### src/rtl/pipe_skid_reg.sv
// ============================================================================
// Module   : pipe_skid_reg
// Brief    : Valid/ready stage register with a one-entry skid buffer; ready is
//            registered so a downstream stall never reaches upstream in-cycle.
// Revision : 1.0  initial release
// ============================================================================
`default_nettype none

module pipe_skid_reg #(
  parameter int WIDTH = 64
) (
  input  logic             clk,
  input  logic             reset,
  input  logic             flush,
  input  logic             in_valid,
  output logic             in_ready,
  input  logic [WIDTH-1:0] in_data,
  output logic             out_valid,
  input  logic             out_ready,
  output logic [WIDTH-1:0] out_data,
  output logic [1:0]       out_count
);

  typedef enum logic [1:0] {
    EMPTY = 2'd0,
    BUSY  = 2'd1,
    FULL  = 2'd2
  } state_t;

  state_t           r_state;
  state_t           w_state_nxt;
  logic [WIDTH-1:0] r_main;
  logic [WIDTH-1:0] r_skid;
  logic             w_in_acc;
  logic             w_out_acc;
  logic             w_load_main;
  logic             w_main_from_skid;
  logic             w_load_skid;

  assign w_in_acc  = in_valid & in_ready;
  assign w_out_acc = out_valid & out_ready;

  always_ff @(posedge clk) begin
    if (reset) begin
      r_state <= EMPTY;
    end else begin
      r_state <= w_state_nxt;
    end
  end

  // Handshake outputs decode the state register only, so in_ready has no
  // combinational dependence on out_ready.
  always_comb begin
    w_state_nxt      = r_state;
    w_load_main      = 1'b0;
    w_main_from_skid = 1'b0;
    w_load_skid      = 1'b0;
    out_valid        = 1'b0;
    in_ready         = 1'b1;
    out_count        = 2'd0;
    case (r_state)
      EMPTY: begin
        if (w_in_acc) begin
          w_state_nxt = BUSY;
          w_load_main = 1'b1;
        end
      end
      BUSY: begin
        out_valid = 1'b1;
        out_count = 2'd1;
        if (w_in_acc && w_out_acc) begin
          w_load_main = 1'b1;
        end else if (w_in_acc) begin
          w_state_nxt = FULL;
          w_load_skid = 1'b1;
        end else if (w_out_acc) begin
          w_state_nxt = EMPTY;
        end
      end
      FULL: begin
        out_valid = 1'b1;
        in_ready  = 1'b0;
        out_count = 2'd2;
        if (w_out_acc) begin
          w_state_nxt      = BUSY;
          w_load_main      = 1'b1;
          w_main_from_skid = 1'b1;
        end
      end
      default: begin
        w_state_nxt = EMPTY;
      end
    endcase
    // Flush overrides the handshake; payload registers simply stop loading.
    if (flush) begin
      w_state_nxt = EMPTY;
      w_load_main = 1'b0;
      w_load_skid = 1'b0;
    end
  end

  always_ff @(posedge clk) begin
    if (reset) begin
      r_main <= '0;
      r_skid <= '0;
    end else begin
      if (w_load_main) begin
        r_main <= w_main_from_skid ? r_skid : in_data;
      end
      if (w_load_skid) begin
        r_skid <= in_data;
      end
    end
  end

  assign out_data = r_main;

endmodule

`default_nettype wire

### config.mk
export PLATFORM = sky130hd
export DESIGN_NAME = pipe_skid_reg
export DESIGN_NICKNAME = d
export VERILOG_FILES = /design/src/rtl/pipe_skid_reg.sv
export SDC_FILE = /design/constraint.sdc
export NUM_CORES = 1
export LEC_CHECK = 0
export ABC_AREA = 1
export CAP_MARGIN = 10
export CELL_PAD_IN_SITES_DETAIL_PLACEMENT = 0
export CELL_PAD_IN_SITES_GLOBAL_PLACEMENT = 1
export CORE_MARGIN = 2
export CORE_UTILIZATION = 37
export CTS_CLUSTER_DIAMETER = 150
export DETAILED_ROUTE_END_ITERATION = 8
export PLACE_DENSITY = 0.81
export SYNTH_ARGS = -nofsm -noshare
export SYNTH_HDL_FRONTEND = slang
export SYNTH_SLANG_ARGS = --single-unit
### constraint.sdc
create_clock -name clk -period 1.97 [get_ports clk]
set_clock_uncertainty 0.15 [all_clocks]
set_input_delay 0.2955 -clock clk [delete_from_list [all_inputs] [get_ports clk]]
set_output_delay 0.2955 -clock clk [all_outputs]
set_load 0.02 [all_outputs]
### Word-level counts from Yosys, hierarchy flattened

Cells that the tools add are included.

| storage, ports and cells | value |
|---|---|
| register bits after elaboration | 130 |
| bits of input ports | 69 |
| output and inout bits | 68 |
| word-level logic and storage cells | 35 |

| operators by class | value |
|---|---|
| eq/ne operators | 6 |
| mux-type cells | 19 |
| bitwise logic cells | 2 |
| reduce and logical (&&, ||, !) cells | 5 |

Operators by type and width:

| operator | count |
|---|---|
| $mux 64 | 1 |
| $mux 1 | 10 |
| $mux 2 | 5 |
| $ne 2x2->1 const B | 3 |
| $pmux 2 s3 | 1 |
| $pmux 2 s2 | 1 |
| $reduce_and 4->1 | 1 |
| $reduce_or 2->1 | 2 |
| $ne 3x3->1 const B | 1 |
| $pmux 1 s3 | 1 |
| $and 1x1->1 | 2 |
| $eq 2x1->1 const B | 1 |
| $eq 2x2->1 const B | 1 |
| $logic_not 2->1 | 1 |
| $logic_and 1x1->1 | 1 |

### Logic depth before layout (Yosys ltp)

Gate-level depths: netlist (run 1).

| depth | value |
|---|---|
| depth in word-level cells | 8 |
| mapped depth | 12 |
| gate-level depth less buffers | 10 |

### Worst setup path after synthesis (run 1)

No wires, ideal clock.

| timing path | value |
|---|---|
| path kind | reg-to-reg |
| start | register r_state[0] |
| end | register r_skid[24] |
| setup time | 0.116 ns |
| arrival | 1.696 ns |
| data required time | 1.704 ns |
| setup slack | 0.008 ns |
| stages on the path, launching flop included | 12 |
| path buffers | 3 |
| period minus slack after synthesis | 1.962 ns |
| cell sequence | dfxtp_1 -> inv_1 -> ha_1 -> buf_6 -> inv_4 -> nand3_1 -> inv_2 -> nand2_4 -> buf_6 -> buf_2 -> o21ai_0 -> nor2_1 |

| on the way | value |
|---|---|
| elaborated cells on any way between the ends | 12 |
| those cells by class | eq/ne (2); mux (6); bitwise (2); reduce/logical (2) |

RTL lines:

| item | line | source |
|---|---|---|
| from (decl) | 30 | `state_t r_state;` |
| from (signal assigned) | 47 | `r_state <= w_state_nxt;` |
| $eq 2x2->1 * | 61 | `case (r_state)` |
| $mux 1 * | 61 |  |
| net in_ready | 16 | `output logic in_ready,` |
| $and 1x1->1 * | 40 | `assign w_in_acc = in_valid & in_ready;` |
| $mux 1 or $logic_and 1x1->1 (tied branches) | 73, 71 |  |
| $mux 1 * | 71 | `if (w_in_acc && w_out_acc) begin` |
| $mux 1 * | 61 |  |
| $mux 1 * | 95 | `if (flush) begin` |
| to (signal assigned) | 111 | `r_skid <= in_data;` |
| to (decl) | 33 | `logic [WIDTH-1:0] r_skid;` |

The timed path passes the listed nets; every way through them passes the cells marked *.
A chain may end at the register's enable or synchronous reset.

### Final worst setup path (run 1)

| timing path | value |
|---|---|
| start | register r_state[0] |
| end | output port out_count[1] |

| on the way | value |
|---|---|
| word-level cells in the longest chain between the ends | 2 |
| elaborated cells on any way between the ends | 3 |
| those cells by class | eq/ne (2); mux (1) |

Ends and longest elaborated chain:

| item | line | source |
|---|---|---|
| $eq 2x2->1 or $eq 2x1->1 (tied branches) | 61 |  |
| $pmux 2 s2 * | 61 |  |
| to (decl) | 21 | `output logic [1:0] out_count` |

Every way passes the cells marked *; elsewhere a longest branch is shown, timed or not.

==> out/qor.txt, run 1 <==
OUTCOME
-----------------------------------------------------------------------------------------------------------------
Outcome                                                                                              finished clean

STA
-----------------------------------------------------------------------------------------------------------------
Fmax achieved                                                                                             534 MHz
Number of slew-limit violations in the final report                                                             0
Worst Tran Pin Value                                                                                     0.485 ns
Total of endpoints with negative setup slack in the final report                                                0
Shortest period the worst path allows                                                                     1.87 ns
Setup repair after global routing missed its margin                                                            no
Sum of negative setup slack                                                                                  0 ns
Max-slew headroom                                                                                           0.677
Final hold viol count                                                                                           0
Final cycle utilization of the critical path                                                                0.951

DETAILED ROUTING
-----------------------------------------------------------------------------------------------------------------
Total number of vias                                                                                         5522
Number of iterations in the first detailed-routing pass                                                         4
Number of nets with antenna violations after routing                                                            0
Starting DRC count in detailed routing                                                                        312
Mean routed wirelength per cell                                                                           15.0 um
Detailed-route vias per instance                                                                             4.82
Routed Wire Length                                                                                       17200 um
Residual DRC count                                                                                              0

FLOORPLAN
-----------------------------------------------------------------------------------------------------------------
Die height                                                                                                 134 um
Standard cell core area                                                                               16600 sq um
Starting density of the core                                                                                0.377
Area of the die                                                                                       18000 sq um
Site row count                                                                                                 47
Floorplan die width                                                                                        134 um
Top-level port count                                                                                          137

SETUP PATH
-----------------------------------------------------------------------------------------------------------------
Biggest cell delay along the critical path                                                                0.36 ns
Critical path arrival                                                                                     1.43 ns
Worst Path Class, Setup                                                                                reg -> out
Worst Setup SP                                                                                         r_state[0]
Ordered cell list for the critical path                                                              inv_2, ha_4, dlygate4sd2_1
Crit path max-delay cell type                                                                        sky130_fd_sc_hd__dlygate4sd2_1
Type of destination of the critical path                                                             primary output
Reg-to-reg critical path startpoint                                                                    r_state[1]
Largest driver fanout on the critical path                                                                      7
Worst Path Required                                                                                       1.52 ns
Worst setup SP type                                                                                     flip-flop

GLOBAL ROUTING
-----------------------------------------------------------------------------------------------------------------
Number of global-route vias before repair                                                                    5343
GRT Max-Usage Layer                                                                                          met2
GRT met1 Usage                                                                                              0.258
Met3 routing resource usage after global routing                                                           0.0499
Largest net degree at the start of global routing                                                              66
Met2 track utilization from global routing                                                                  0.307
Global-route congestion overflow total                                                                          0
Overall fraction of global-route tracks in use                                                              0.193
Antenna violations before repair                                                                                0
First-pass GRT wire length                                                                               27500 um

CLOCK NETWORK
-----------------------------------------------------------------------------------------------------------------
Sink count of the clock tree                                                                                  130
CTS H-Tree Depth                                                                                                4
Clock network latency to the later pin of the worst-skew pair                                             0.42 ns
Library cell used as clock root buffer                                                               sky130_fd_sc_hd__clkbuf_16
Clock transition at the registers of the reported paths                                                   0.05 ns
Clock tree from TritonCTS                                                                                    done
Worst-case clock buffer depth                                                                                   2
Num CTS Buffers                                                                                                17

PLACED DESIGN
-----------------------------------------------------------------------------------------------------------------
Weighted congestion at the end of routability-driven global placement                                       0.746
Post-detail-place hpwl                                                                                   10900 um
Count of port buffers added during placement                                                                  136
Area post-placement                                                                                    7800 sq um
# placed instances                                                                                           1112

POWER AND IR DROP
-----------------------------------------------------------------------------------------------------------------
Power density relative to cell area                                                                   857 nW/um^2
Internal power                                                                                            5.51 mW
Leakage power of the design                                                                               3.16 nW
Clock share of power                                                                                        0.475
Total power                                                                                               7.28 mW
Share of total power consumed by net switching                                                              0.244
Logic gate share of total power                                                                             0.142
Worst ir drop on vdd                                                                                     0.594 mV
Register share of total power                                                                               0.384
Net Sw Power                                                                                              1.78 mW

YOSYS
-----------------------------------------------------------------------------------------------------------------
Async SR Flop Fraction                                                                                          0
Distinct cell type count after synthesis                                                                       22
Syn Inst Count                                                                                                795
Arithmetic-cell share of the synthesized area counting full adders, half adders and majority gates         0.0100
Ranking of synthesized cells by area                                                                 sky130_fd_sc_hd__dfxtp_1 42%, sky130_fd_sc_hd__nand2_1 11%, sky130_fd_sc_hd__nand3_2 9.8%
Fraction of the mapped netlist area in simple logic gates                                                   0.306
Area fraction in compound gates after synthesis                                                             0.177
Mux contribution to synthesized area                                                                            0
Fraction of post-synthesis cell area in the top cell type by area                                           0.416
Dominant combinational cell family by area after synthesis                                           simple AND/OR/NAND/NOR gates
Most common cell in the synthesized netlist                                                          sky130_fd_sc_hd__nand2_1
Total nets after synthesis                                                                                    869
Parity-gate share of the synthesized area counting xor and xnor cells                                           0
Most frequent cells after synthesis                                                                  179 x sky130_fd_sc_hd__nand2_1, 130 x sky130_fd_sc_hd__dfxtp_1, 89 x sky130_fd_sc_hd__nor2_1, 86 x sky130_fd_sc_hd__o21ai_0, 61 x sky130_fd_sc_hd__nand3_2
Post-synthesis cell type with the largest combined area                                              sky130_fd_sc_hd__dfxtp_1
Main flop type after synthesis                                                                       sky130_fd_sc_hd__dfxtp_1
Count of state elements after synthesis                                                                       130
Avg Inst Size Synth                                                                                    7.87 sq um
Sequential fraction of the synthesis area                                                                   0.416
Synthesized area                                                                                       6250 sq um
Number of synthesized flops with an enable pin                                                                  0
Warnings from Yosys                                                                                             0

FINISH
-----------------------------------------------------------------------------------------------------------------
Cell Count, Final, Fillers Out                                                                               1145
Post-layout instance area                                                                              8500 sq um
Area taken by flip-flops and latches                                                                   2610 sq um
Nets                                                                                                          986
Proportion of layout cells with a drive suffix above 1                                                      0.215
Diodes inserted                                                                                                 0
Area growth syn-to-layout                                                                                   35.8%
Number of inserted filler cells in the final layout                                                          1579
Multi-input logic area                                                                                 3120 sq um

MIN PATH
-----------------------------------------------------------------------------------------------------------------
Worst hold path startpoint                                                                              out_ready
Worst hold-check path type                                                                              in -> reg

FLOW RUN
-----------------------------------------------------------------------------------------------------------------
Number of maximum-capacitance violations                                                                        0

registers in the layout, summed over array words and instances (netlist names):
name	count
out_data	64
r_skid	64
r_state	2
cell type report:
cell class / count / share of cell area
sequential: 130 / 0.307
clock inverter: 10 / 0.0212
inverter: 35 / 0.0158
tap: 220 / 0.0324
multi-input combinational: 565 / 0.367
timing repair buffer: 163 / 0.203
clock buffer: 22 / 0.0546
metal layers:
metal | wire length (um) | part of all wire
met5 | 0 | 0
met2 | 7940 | 0.46
met1 | 8010 | 0.47
met3 | 1070 | 0.062
met4 | 171 | 0.0099
logic make-up after synthesis:
| logic type | after synthesis |
|---|---|
| DFF | 130 |
| adders and majority gates | 5 |
| AOI/OAI and AO/OA | 176 |
| buffers and inverters | 100 |
| and+or+nand+nor | 384 |
metrics by stage:
stage	hold slack [ns]	util	setup WS, ns
finish	0.246	0.512	0.0960
CTS	0.239	0.510	0.000805
floorplan	0.275	-	0.00797
detailed placement	0.288	0.471	0.0540
global route	0.284	0.512	0.0112
global placement	0.283	0.471	0.0821
worst max-delay path, delay by kind of cell (launching register included):
family | cells | cell delay [ns]
buffers and inverters | 2 | 0.46
adder cells (fa/ha/maj) | 1 | 0.23
flip-flops | 1 | 0.33
what timing repair did:
action / 4_1_cts / 5_1_grt
pin swaps: 0 / 1
hold buffers: 0 / 0
resized for setup: 9 / 6
cloned: 0 / 1
setup buffers: 0 / 0
setup endpoints to repair: 4 / 92
cells in the final DEF, fill, tap and decap left out, types with 12 or more instances in the layout:
cell type,n
sky130_fd_sc_hd__a21oi_1,29
sky130_fd_sc_hd__a21oi_2,60
sky130_fd_sc_hd__buf_12,12
sky130_fd_sc_hd__buf_4,15
sky130_fd_sc_hd__clkbuf_16,18
sky130_fd_sc_hd__clkdlybuf4s50_1,130
sky130_fd_sc_hd__dfxtp_1,128
sky130_fd_sc_hd__inv_1,29
sky130_fd_sc_hd__nand2_1,179
sky130_fd_sc_hd__nand3_1,48
sky130_fd_sc_hd__nand3_2,61
sky130_fd_sc_hd__nor2_1,88
sky130_fd_sc_hd__o21ai_0,86
power groups by stage:
stage               sequential (mW)  combinational (mW)  clock (mW)
floorplan                      2.92               0.541           0
detailed placement             2.85                1.02           0
finish                         2.79                1.03        3.46
global placement               2.85                1.02           0
CTS                            2.79                1.03        3.50
global route                   2.80                1.12        3.64
worst paths after layout:
kind | end | slack [ns] | cells after the start
max reg2reg | out_data[32] | 0.1 | 10
min | out_data[2] | 0.25 | 5
max | out_count[1] | 0.1 | 3
min reg2reg | r_skid[57] | 0.29 | 2
Note: power is estimated with default switching activity, not from simulation.
==> run 2: changes to the inputs <==
- ABC_CLOCK_PERIOD_IN_PS: not set -> 1970
- CTS_CLUSTER_DIAMETER: 150 -> 40
==> results of run 2 <==
Same layout as run 1: the final DEF is identical, and so are final timing and power.
==> run 3: changes to the inputs <==
- SLEW_MARGIN: not set -> 10
==> results of run 3 <==
Same layout as run 1: the final DEF is identical, and so are final timing and power.
